[config.mk]
export PLATFORM = sky130hd
export DESIGN_NAME = piso_serializer
export DESIGN_NICKNAME = d
export VERILOG_FILES = /design/src/rtl/piso_serializer.sv
export SDC_FILE = /design/constraint.sdc
export NUM_CORES = 1
export LEC_CHECK = 0
export ABC_AREA = 0
export CAP_MARGIN = 20
export CORE_MARGIN = 1.5
export CORE_UTILIZATION = 56
export DETAILED_ROUTE_END_ITERATION = 7
export PLACE_DENSITY = 0.89
export SYNTH_ARGS = -nofsm -noshare
export SYNTH_HDL_FRONTEND = slang
export SYNTH_SLANG_ARGS = --single-unit
[constraint.sdc]
create_clock -name clk -period 3.2 [get_ports clk]
set_input_delay 0.32 -clock clk [delete_from_list [all_inputs] [get_ports clk]]
set_output_delay 0.32 -clock clk [all_outputs]
set_load 0.02 [all_outputs]
[src/rtl/piso_serializer.sv]
// piso_serializer: parallel-in / serial-out stage feeding a one-bit-per-clock
// pattern detector. WIDTH-bit words arrive over a valid/ready handshake and
// leave one bit per clk. A shift register plus one holding register lets
// consecutive words stream without gap bits. When nothing is shifting,
// ser_out carries IDLE_BIT.
//
// Ports:
//   clk        - clock, rising edge
//   rst        - asynchronous, active-high reset
//   in_data    - parallel word to serialize
//   in_valid   - in_data valid this cycle
//   in_ready   - a word can be accepted this cycle (registered state only)
//   ser_out    - serial bit stream
//   ser_active - ser_out carries a data bit rather than idle fill
//   word_start - first bit of a word is on ser_out
//   word_done  - last bit of a word is on ser_out
module piso_serializer #(
   parameter int   WIDTH     = 8,
   parameter int   MSB_FIRST = 1,
   parameter logic IDLE_BIT  = 1'b0
) (
   input  logic             clk,
   input  logic             rst,
   input  logic [WIDTH-1:0] in_data,
   input  logic             in_valid,
   output logic             in_ready,
   output logic             ser_out,
   output logic             ser_active,
   output logic             word_start,
   output logic             word_done
);

   localparam int CW = $clog2(WIDTH);
   localparam logic [CW-1:0] CNT_LAST = CW'(WIDTH - 1);

   typedef enum logic {IDLE, SHIFT} state_t;

   state_t           state_q, state_d;
   logic [WIDTH-1:0] sh_q, sh_d;
   logic [WIDTH-1:0] hold_q, hold_d;
   logic [CW-1:0]    cnt_q, cnt_d;
   logic             hold_full_q, hold_full_d;

   logic             accept;
   logic [WIDTH-1:0] sh_shifted;
   logic             out_bit;

   assign in_ready = !hold_full_q;
   assign accept   = in_valid && !hold_full_q;

   // Shift toward whichever end is presented on ser_out.
   always_comb begin
      if (MSB_FIRST != 0) begin
         sh_shifted = {sh_q[WIDTH-2:0], 1'b0};
         out_bit    = sh_q[WIDTH-1];
      end else begin
         sh_shifted = {1'b0, sh_q[WIDTH-1:1]};
         out_bit    = sh_q[0];
      end
   end

   always_comb begin
      state_d     = state_q;
      sh_d        = sh_q;
      hold_d      = hold_q;
      cnt_d       = cnt_q;
      hold_full_d = hold_full_q;
      unique case (state_q)
         IDLE: begin
            if (accept) begin
               sh_d    = in_data;
               cnt_d   = CNT_LAST;
               state_d = SHIFT;
            end
         end
         SHIFT: begin
            if (cnt_q != '0) begin
               sh_d  = sh_shifted;
               cnt_d = cnt_q - CW'(1);
               if (accept) begin
                  hold_d      = in_data;
                  hold_full_d = 1'b1;
               end
            end else if (hold_full_q) begin
               // Last bit out: reload from hold so the next word follows gaplessly.
               sh_d        = hold_q;
               cnt_d       = CNT_LAST;
               hold_full_d = 1'b0;
            end else if (in_valid) begin
               // Hold is empty (in_ready=1): load the incoming word directly.
               sh_d  = in_data;
               cnt_d = CNT_LAST;
            end else begin
               state_d = IDLE;
            end
         end
         default: state_d = IDLE;
      endcase
   end

   always_ff @(posedge clk or posedge rst) begin
      if (rst) begin
         state_q     <= IDLE;
         sh_q        <= '0;
         hold_q      <= '0;
         cnt_q       <= '0;
         hold_full_q <= 1'b0;
      end else begin
         state_q     <= state_d;
         sh_q        <= sh_d;
         hold_q      <= hold_d;
         cnt_q       <= cnt_d;
         hold_full_q <= hold_full_d;
      end
   end

   assign ser_active = (state_q == SHIFT);
   assign ser_out    = (state_q == SHIFT) ? out_bit : IDLE_BIT;
   assign word_start = (state_q == SHIFT) && (cnt_q == CNT_LAST);
   assign word_done  = (state_q == SHIFT) && (cnt_q == '0);

endmodule
==> results of run 1 <==
==> through the flow <==
stage | cell area [µm²] | total power [µW] | hold WS, ns | cells | setup WS, ns
2_1_floorplan | 1140 | 1060 | 0.297 | 109 | 1.64
3_3_place_gp | 1280 | 1190 | 0.482 | 146 | 1.06
3_5_place_dp | 1280 | 1230 | 0.492 | 146 | 0.980
4_1_cts | 1310 | 1360 | 0.468 | 150 | 0.624
5_1_grt | 1310 | 1440 | 0.521 | 150 | 0.518
6_report | 1310 | 1350 | 0.441 | 150 | 0.615
==> cells in the final DEF, fill, tap and decap left out, types with 2 or more instances in the layout <==
master | netlist | final
a21oi_1 | 3 | 3
and3_1 | 2 | 2
inv_2 | 2 | 2
dfrtp_1 | 21 | 21
and2_1 | 2 | 2
nand2_1 | 15 | 15
ha_1 | 3 | 3
mux2_4 | 8 | 8
clkbuf_4 | 0 | 3
clkdlybuf4s50_1 | 0 | 15
nor2_1 | 10 | 10
inv_1 | 3 | 3
a22o_1 | 7 | 7
nor3_1 | 8 | 8
o21ai_0 | 7 | 7
==> cell type report <==
type | instances | area share
clock buffer | 3 | 0.0172
clock inverter | 1 | 0.00382
inverter | 5 | 0.0143
multi-input combinational | 77 | 0.418
sequential | 21 | 0.401
tap | 27 | 0.0258
timing repair buffer | 16 | 0.120
==> worst max-delay path by stage <==
stage / startpoint / to / slack [ns] / cells after the start
after floorplan: cnt_q[0]$_DFFE_PP0P_ / word_done / 1.64 / 5
after global placement: cnt_q[0]$_DFFE_PP0P_ / word_done / 1.06 / 5
after detailed placement: cnt_q[1]$_DFFE_PP0P_ / word_done / 0.98 / 5
after CTS: cnt_q[0]$_DFFE_PP0P_ / word_done / 0.62 / 5
after global routing: cnt_q[1]$_DFFE_PP0P_ / word_done / 0.52 / 5
final: cnt_q[0]$_DFFE_PP0P_ / word_done / 0.61 / 5
==> registers in the layout, summed over array words and instances, names as in the netlist <==
name and flops:
hold_q 8, sh_q 8, cnt_q 3, hold_full_q 1
ser_active 1
==> kinds of logic (layout without fill, tap and decap cells) <==
group | Yosys count | count (layout) | synth area share
AND/OR/NAND/NOR | 43 | 43 | 0.192
AO/OA/AOI/OAI | 23 | 23 | 0.152
flip-flops | 21 | 21 | 0.463
buffers and inverters | 11 | 25 | 0.0551
multiplexers | 8 | 8 | 0.106
adder cells (fa/ha/maj) | 3 | 3 | 0.0330
==> critical path, delay by kind of cell, from the launching register on <==
family	cells	cell delay [ns]
buffers and inverters	2	0.73
and+or+nand+nor	2	0.55
DFF	1	0.41
adders and majority gates	1	0.28
==> layer usage <==
layer,GRT usage,wire [µm]
met5,0,0
met4,0.124,34
met3,0.0528,85
met2,0.307,1050
met1,0.287,980
==> report_power, final <==
group          internal, µW  switching, µW
logic                   373            329
clock network          46.7           83.5
registers               402            119
total                   822            531
==> metrics, run 1 <==
maximum fanout along the worst path=8; CTS tree=done; Crit-path slowest cell=clkdlybuf4s50_1; final setup fails=0; Fillers=161; vias in the first global route=751; Yosys warning count=0; Ports=16; top cell type's share of synthesized area=0.463; GRT Resource Usage Total=0.212; Unique masters post-synth=29; TNS Setup=0 ns; Slew Viols, Final=0; Pwr Density=1030 mW/mm²; Post-DRT Antenna Nets=0; die height=48.0 µm; Worst Tran Pin Value=0.790 ns; largest cells by area after synthesis=dfrtp_1, mux2_4, a22o_1; area of the multi-input gates=548 µm²; largest net degree at the start of global routing=22; Crit path largest cell delay=0.62 ns; Synth Flop Type=dfrtp_1; synthesized net count=123; clk sinks=21; status=finished, final reports clean; global-route wire length before repair=3310 µm; RSZ-0062 raised after global routing=false; Hold Path Class=in2async; Static Leak=0.000603 µW; initial antenna violation count=0; commonest cells in the netlist=dfrtp_1, nand2_1, nor2_1; Port Buffer Count=15; drt initial violations=19; Final Cycle Share=0.808; nets=138; Arr. time, crit path=2.27 ns; depth of the most critical reg-to-reg path=7; Worst Path Required=2.88 ns; r2r endpoint=sh_q[0]$_DFFE_PP0P_; Clk Latency, worst-skew pair=0.31 ns; crit end category=primary output; hold buffer count at cts=0; Synth area leader=dfrtp_1; routed via count=841; total CTS buffers=3; count leader, synth=dfrtp_1; clock skew=0.00786 ns; Max Cap Violations=0; setup slack, reg-to-reg=1.41 ns; fmax=387 MHz; final hold viol count=0; Core Box Area=0.00194 mm²; Root Buffer Master=clkbuf_4; Avg Inst Size Synth=10.4 µm²; CTS clk-pin slew, worst paths=0.12 ns; layout cell share with drive strength beyond 1=0.163; Synth Register Bits=21; Post-synth EDFFs=0; # Post-CTS Setup Buffers=0; ys async rst share=1.00; Cells after Synth=109; Peak VDD IR=0.641 mV; Synth-to-Final Area Change=15.4%; Slew HR=0.473; Seq/Total Area, Yosys=0.463; Die Span X=48.0 µm; CP Class=reg2out; Resized Gates After CTS=0; DRC=0; FF/Latch Area=526 µm²; Core Util, Final=0.675; total grt overflow=0; Critical Path, Cell by Cell=inv_1, ha_1, and2b_1, and2_1, clkdlybuf4s50_1; Die ar.=0.00231 mm²; hpwl dp=1490 µm; number of antenna cells inserted=0; Core Rows=16; Critical Path Source Type=flip-flop; RR Startpoint=cnt_q[0]$_DFFE_PP0P_; DRT Pass-1 Iters=4; RD Place Congestion=0.805; minimum clock period=2.59 ns; DR vias/cell=5.61; routed len/inst=14.4 µm; CTS max path bufs=2; Initial Util=0.585; Cell Area, Synth=0.00114 mm²; DRT Wirelength=2150 µm; CTS H-Tree Depth=1
Note: power is estimated with default switching activity, not from simulation.
==> run 2, diff against run 1 <==
--- a/config.mk
+++ b/config.mk
@@ -8,9 +8,9 @@
 export ABC_AREA = 0
 export CAP_MARGIN = 20
 export CORE_MARGIN = 1.5
-export CORE_UTILIZATION = 56
+export CORE_UTILIZATION = 53
 export DETAILED_ROUTE_END_ITERATION = 7
-export PLACE_DENSITY = 0.89
+export PLACE_DENSITY = 0.85
 export SYNTH_ARGS = -nofsm -noshare
 export SYNTH_HDL_FRONTEND = slang
 export SYNTH_SLANG_ARGS = --single-unit
==> constraint.sdc (replaced) <==
create_clock -name clk -period 2.52 [get_ports clk]
set_input_delay 0.252 -clock clk [delete_from_list [all_inputs] [get_ports clk]]
set_output_delay 0.252 -clock clk [all_outputs]
set_load 0.02 [all_outputs]
==> metrics, run 2 (synthesis results as in run 1) <==
status=finished, final reports clean; Final Cycle Share=0.948; minimum clock period=2.39 ns; Worst Hold Margin=0.370 ns (-0.0710 ns); total chip power=1750 µW (+29%); CP Capture Point=word_done; hpwl dp=1560 µm (+4.6%); final instance area=0.00132 mm² (+0.86%); number of antenna cells inserted=0 (unchanged); Root Buffer Master=clkbuf_4; GRT Resource Usage Total=0.210 (-0.00189); Slew Viols, Final=0 (unchanged); Synth-to-Final Area Change=16.4%; Die Span X=49.3 µm (+2.6%); maximum fanout along the worst path=8 (unchanged); drt initial violations=23 (+4); Core Rows=16 (unchanged); Ports=16 (unchanged); Arr. time, crit path=2.14 ns (-0.13 ns); Post-DRT Antenna Nets=0 (unchanged); clk sinks=21 (unchanged); final hold viol count=0 (unchanged); Critical Path Source Type=flip-flop; routed via count=869 (+3.3%); Static Leak=0.000605 µW (+0.35%); # Post-CTS Setup Buffers=0 (unchanged); CTS clk-pin slew, worst paths=0.13 ns (about the same); clock skew=0.0105 ns (+0.00259 ns); routed len/inst=15.2 µm (+6.0%); DR vias/cell=5.75 (+2.6%); Port Buffer Count=15 (unchanged); total grt overflow=0 (unchanged); Slew HR=0.465 (-0.00793); dpl cell area=0.00129 mm² (+0.59%); Die ar.=0.00243 mm² (+5.3%); Worst Path Required=2.27 ns (-0.61 ns); Pwr Density=1320 mW/mm² (+28%); Initial Util=0.573 (-0.0118); crit end category=primary output; Worst Tran Pin Value=0.802 ns (+0.0119 ns); DRT Pass-1 Iters=5 (+1); most frequent cells in the layout=dfrtp_1, nand2_1, clkdlybuf4s50_1; RD Place Congestion=0.812 (+0.83%); Core Box Area=0.00198 mm² (+2.1%); total CTS buffers=3 (unchanged); Worst Setup SP=cnt_q[0]$_DFFE_PP0P_; layout cell share with drive strength beyond 1=0.185 (+0.0229); DRC=0 (unchanged); CTS tree=done; die height=49.3 µm (+2.6%); largest registers=hold_q: 8 flops, sh_q: 8 flops, cnt_q: 3 flops; final setup fails=0 (unchanged); RR Startpoint=cnt_q[0]$_DFFE_PP0P_; Core Util, Final=0.667 (-0.00796); Peak VDD IR=0.704 mV (+9.7%); CP Class=reg2out; depth of the most critical reg-to-reg path=7 (unchanged); most common library cell in the layout ignoring fill and taps=dfrtp_1; initial antenna violation count=0 (unchanged); setup slack, reg-to-reg=0.76 ns (-0.65 ns); r2r endpoint=sh_q[0]$_DFFE_PP0P_; vias in the first global route=900 (+20%); fmax=418 MHz; global-route wire length before repair=3920 µm (+18%); nets=139 (+0.72%); CTS H-Tree Depth=1 (unchanged); TNS Setup=0 ns (unchanged); DRT Wirelength=2300 µm (+6.7%); Max Cap Violations=0 (unchanged); CTS max path bufs=2 (unchanged); RSZ-0062 raised after global routing=false; Clk Latency, worst-skew pair=0.32 ns (about the same); Hold Path Class=in2async; largest net degree at the start of global routing=22 (unchanged)
-- run 2: area by class of cell --
cell class / instances / area [µm²]
Fill cell: 153 / 659
Multi-Input combinational cell: 77 / 552
Sequential cell: 21 / 526
Timing Repair Buffer: 17 / 165
Tap cell: 27 / 33.8
Clock buffer: 3 / 22.5
Inverter: 5 / 18.8
Clock inverter: 1 / 5.00
-- run 2: power by group --
part	total (µW)	switching [µW]	internal, µW
Combinational	929	442	487
Clock	168	109	59.4
Sequential	650	139	511
Total	1750	690	1060
-- run 2: repair_timing --
item                                    CTS  global route
endpoints found under the setup margin    0             1
resized for setup                         0             2
hold buffers                              0             0
-- run 2: layer usage --
metal  global-route usage  part of all wire  wire [µm]
met5                    0                 0          0
met4               0.0905             0.012         27
met3               0.0429             0.047        108
met2                0.345              0.50       1150
met1                0.267              0.44       1020
-- run 2: how the worst min path moves through the flow --
stage                            end  slack (ns)
2_1_floorplan   cnt_q[0]$_DFFE_PP0P_        0.23
3_3_place_gp     sh_q[7]$_DFFE_PP0P_        0.48
3_5_place_dp     sh_q[7]$_DFFE_PP0P_        0.49
4_1_cts        hold_q[6]$_DFFE_PP0P_        0.40
5_1_grt          sh_q[6]$_DFFE_PP0P_        0.49
6_report       hold_q[4]$_DFFE_PP0P_        0.37
-- run 2: per-stage QoR --
stage | cells | setup WS, ns
floorplan | 109 | 0.968
global placement | 147 | 0.443
detailed placement | 147 | 0.368
CTS | 151 | 0.0132
global route | 151 | 0.0305
finish | 151 | 0.130
-- run 2: critical path, stage by stage (launching register included) --
cell             delay [ns]
dfrtp_1                0.41
inv_1                  0.11
ha_2                   0.24
and2b_2                0.26
and2_1                 0.19
clkdlybuf4s50_1        0.61
==> run 3, diff against run 2 <==
--- a/config.mk
+++ b/config.mk
@@ -7,7 +7,6 @@
 export LEC_CHECK = 0
 export ABC_AREA = 0
 export CAP_MARGIN = 20
-export CORE_MARGIN = 1.5
 export CORE_UTILIZATION = 53
 export DETAILED_ROUTE_END_ITERATION = 7
 export PLACE_DENSITY = 0.85
==> metrics, run 3 (synthesis results as in run 1) <==
setup slack, reg-to-reg=0.74 ns (-0.02 ns); Final Cycle Share=0.962 (+0.0140); routed len/inst=14.4 µm (-5.7%); FF/Latch Area=526 µm² (unchanged); hold buffer count at cts=0 (unchanged); Core Rows=16 (unchanged); area of the multi-input gates=549 µm² (-0.45%); Root Buffer Master=clkbuf_4; DR vias/cell=5.61 (-2.5%); fmax=412 MHz (-1.5%); DRT Pass-1 Iters=4 (-1); final hold viol count=0 (unchanged); crit end category=primary output; CTS tree=done; clock skew=0.00699 ns (-0.00346 ns); Pwr Density=1320 mW/mm² (-0.41%); non-filler cells, final=151 (unchanged); RSZ-0062 raised after global routing=false; Arr. time, crit path=2.17 ns (+0.03 ns); largest registers=hold_q: 8 flops, sh_q: 8 flops, cnt_q: 3 flops; Synth-to-Final Area Change=16.2%; CTS H-Tree Depth=1 (unchanged); DRT Wirelength=2170 µm (-5.7%); Worst Tran Pin Value=0.773 ns (-0.0288 ns); global-route wire length before repair=3600 µm (-8.1%); GR Util met3=0.0220 (-0.0209); GR peak layer=met2; nets=139 (unchanged); total CTS buffers=3 (unchanged); routed via count=847 (-2.5%); DRC=0 (unchanged); Peak VDD IR=0.776 mV (+10%); CTS clk-pin slew, worst paths=0.13 ns (about the same); Static Leak=0.000607 µW (+0.28%); layout cell share with drive strength beyond 1=0.177 (-0.00806); total chip power=1740 µW (-0.59%); met2 usage=0.305 (-0.0394); RR Startpoint=cnt_q[0]$_DFFE_PP0P_; initial antenna violation count=0 (unchanged); CP Class=reg2out; placed cell count=147 (unchanged); Port Buffer Count=15 (unchanged); clk sinks=21 (unchanged); most frequent cells in the layout=dfrtp_1, nand2_1, clkdlybuf4s50_1; minimum clock period=2.43 ns (+0.0353 ns); Slew HR=0.484 (+0.0192); Worst Hold Margin=0.366 ns (-0.00404 ns); Clk Latency, worst-skew pair=0.31 ns (about the same); largest net degree at the start of global routing=22 (unchanged); drt initial violations=36 (+57%); CTS max path bufs=2 (unchanged); most common library cell in the layout ignoring fill and taps=dfrtp_1; TNS Setup=0 ns (unchanged); Worst Path Required=2.27 ns (about the same); Ports=16 (unchanged); RD Place Congestion=0.801 (-1.3%); Initial Util=0.573 (unchanged); Die Span X=48.3 µm (-2.0%); status=finished, final reports clean; Fillers=137 (-10%); Post-DRT Antenna Nets=0 (unchanged); hpwl dp=1510 µm (-3.2%); Slew Viols, Final=0 (unchanged); r2r endpoint=sh_q[0]$_DFFE_PP0P_; total grt overflow=0 (unchanged); Critical Path Source Type=flip-flop; Core Util, Final=0.666 (-0.00126); depth of the most critical reg-to-reg path=7 (unchanged); GRT Resource Usage Total=0.199 (-0.0109); GRT met1 Usage=0.304 (+0.0361); Die ar.=0.00233 mm² (-4.0%); Hold Path Class=in2async; number of antenna cells inserted=0 (unchanged); maximum fanout along the worst path=8 (unchanged); Max Cap Violations=0 (unchanged); # Post-CTS Setup Buffers=0 (unchanged); final setup fails=0 (unchanged); Core Box Area=0.00198 mm² (unchanged); die height=48.3 µm (-2.0%); vias in the first global route=790 (-12%)
==> run 3: per-stage QoR <==
stage / instance area, µm² / setup slack [ns]
after global placement: 1290 / 0.443
after global routing: 1320 / 0.0189
after CTS: 1320 / 0.0330
after floorplan: 1140 / 0.968
final: 1320 / 0.0949
after detailed placement: 1290 / 0.374
==> run 3: final cells by class <==
| cell class | count | share of cell area |
|---|---|---|
| Clock inverter | 1 | 0.00379 |
| Timing Repair Buffer | 17 | 0.125 |
| Tap cell | 27 | 0.0256 |
| Clock buffer | 3 | 0.0171 |
| Sequential cell | 21 | 0.398 |
| Inverter | 5 | 0.0142 |
| Multi-Input combinational cell | 77 | 0.416 |
==> run 3: power breakdown <==
part	total, µW	leakage [µW]	internal (µW)	switching [µW]
sequential	648	0.000246	511	137
combinational	923	0.000344	484	438
clock	167	0.0000177	59.3	108
total	1740	0.000607	1050	683
==> run 3: critical path: stages (launching register included) <==
cell             delay (ns)
dfrtp_1                0.42
inv_1                  0.11
ha_1                   0.26
and2b_2                0.27
and2_1                 0.19
clkdlybuf4s50_1        0.61
==> run 3: what timing repair did <==
item / in CTS / in global routing
endpoints found under the hold margin: 0 / 0
endpoints found under the setup margin: 0 / 1
resized for setup: 0 / 1
==> run 3: worst max-delay path by stage <==
| stage | from | slack [ns] | cells after the start | to |
|---|---|---|---|---|
| final | cnt_q[0]$_DFFE_PP0P_ | 0.09 | 5 | word_done |
| after detailed placement | cnt_q[0]$_DFFE_PP0P_ | 0.37 | 5 | word_done |
| after CTS | cnt_q[0]$_DFFE_PP0P_ | 0.03 | 5 | word_done |
| after global routing | cnt_q[0]$_DFFE_PP0P_ | 0.02 | 5 | word_done |
| after global placement | cnt_q[0]$_DFFE_PP0P_ | 0.44 | 5 | word_done |
| after floorplan | cnt_q[0]$_DFFE_PP0P_ | 0.97 | 7 | sh_q[0]$_DFFE_PP0P_ |
==> run 3: layer usage <==
layer	vias up	wire length [µm]
met2	26	1020
met4	0	23
li1	411	-
met1	406	1050
met5	-	0
met3	4	73
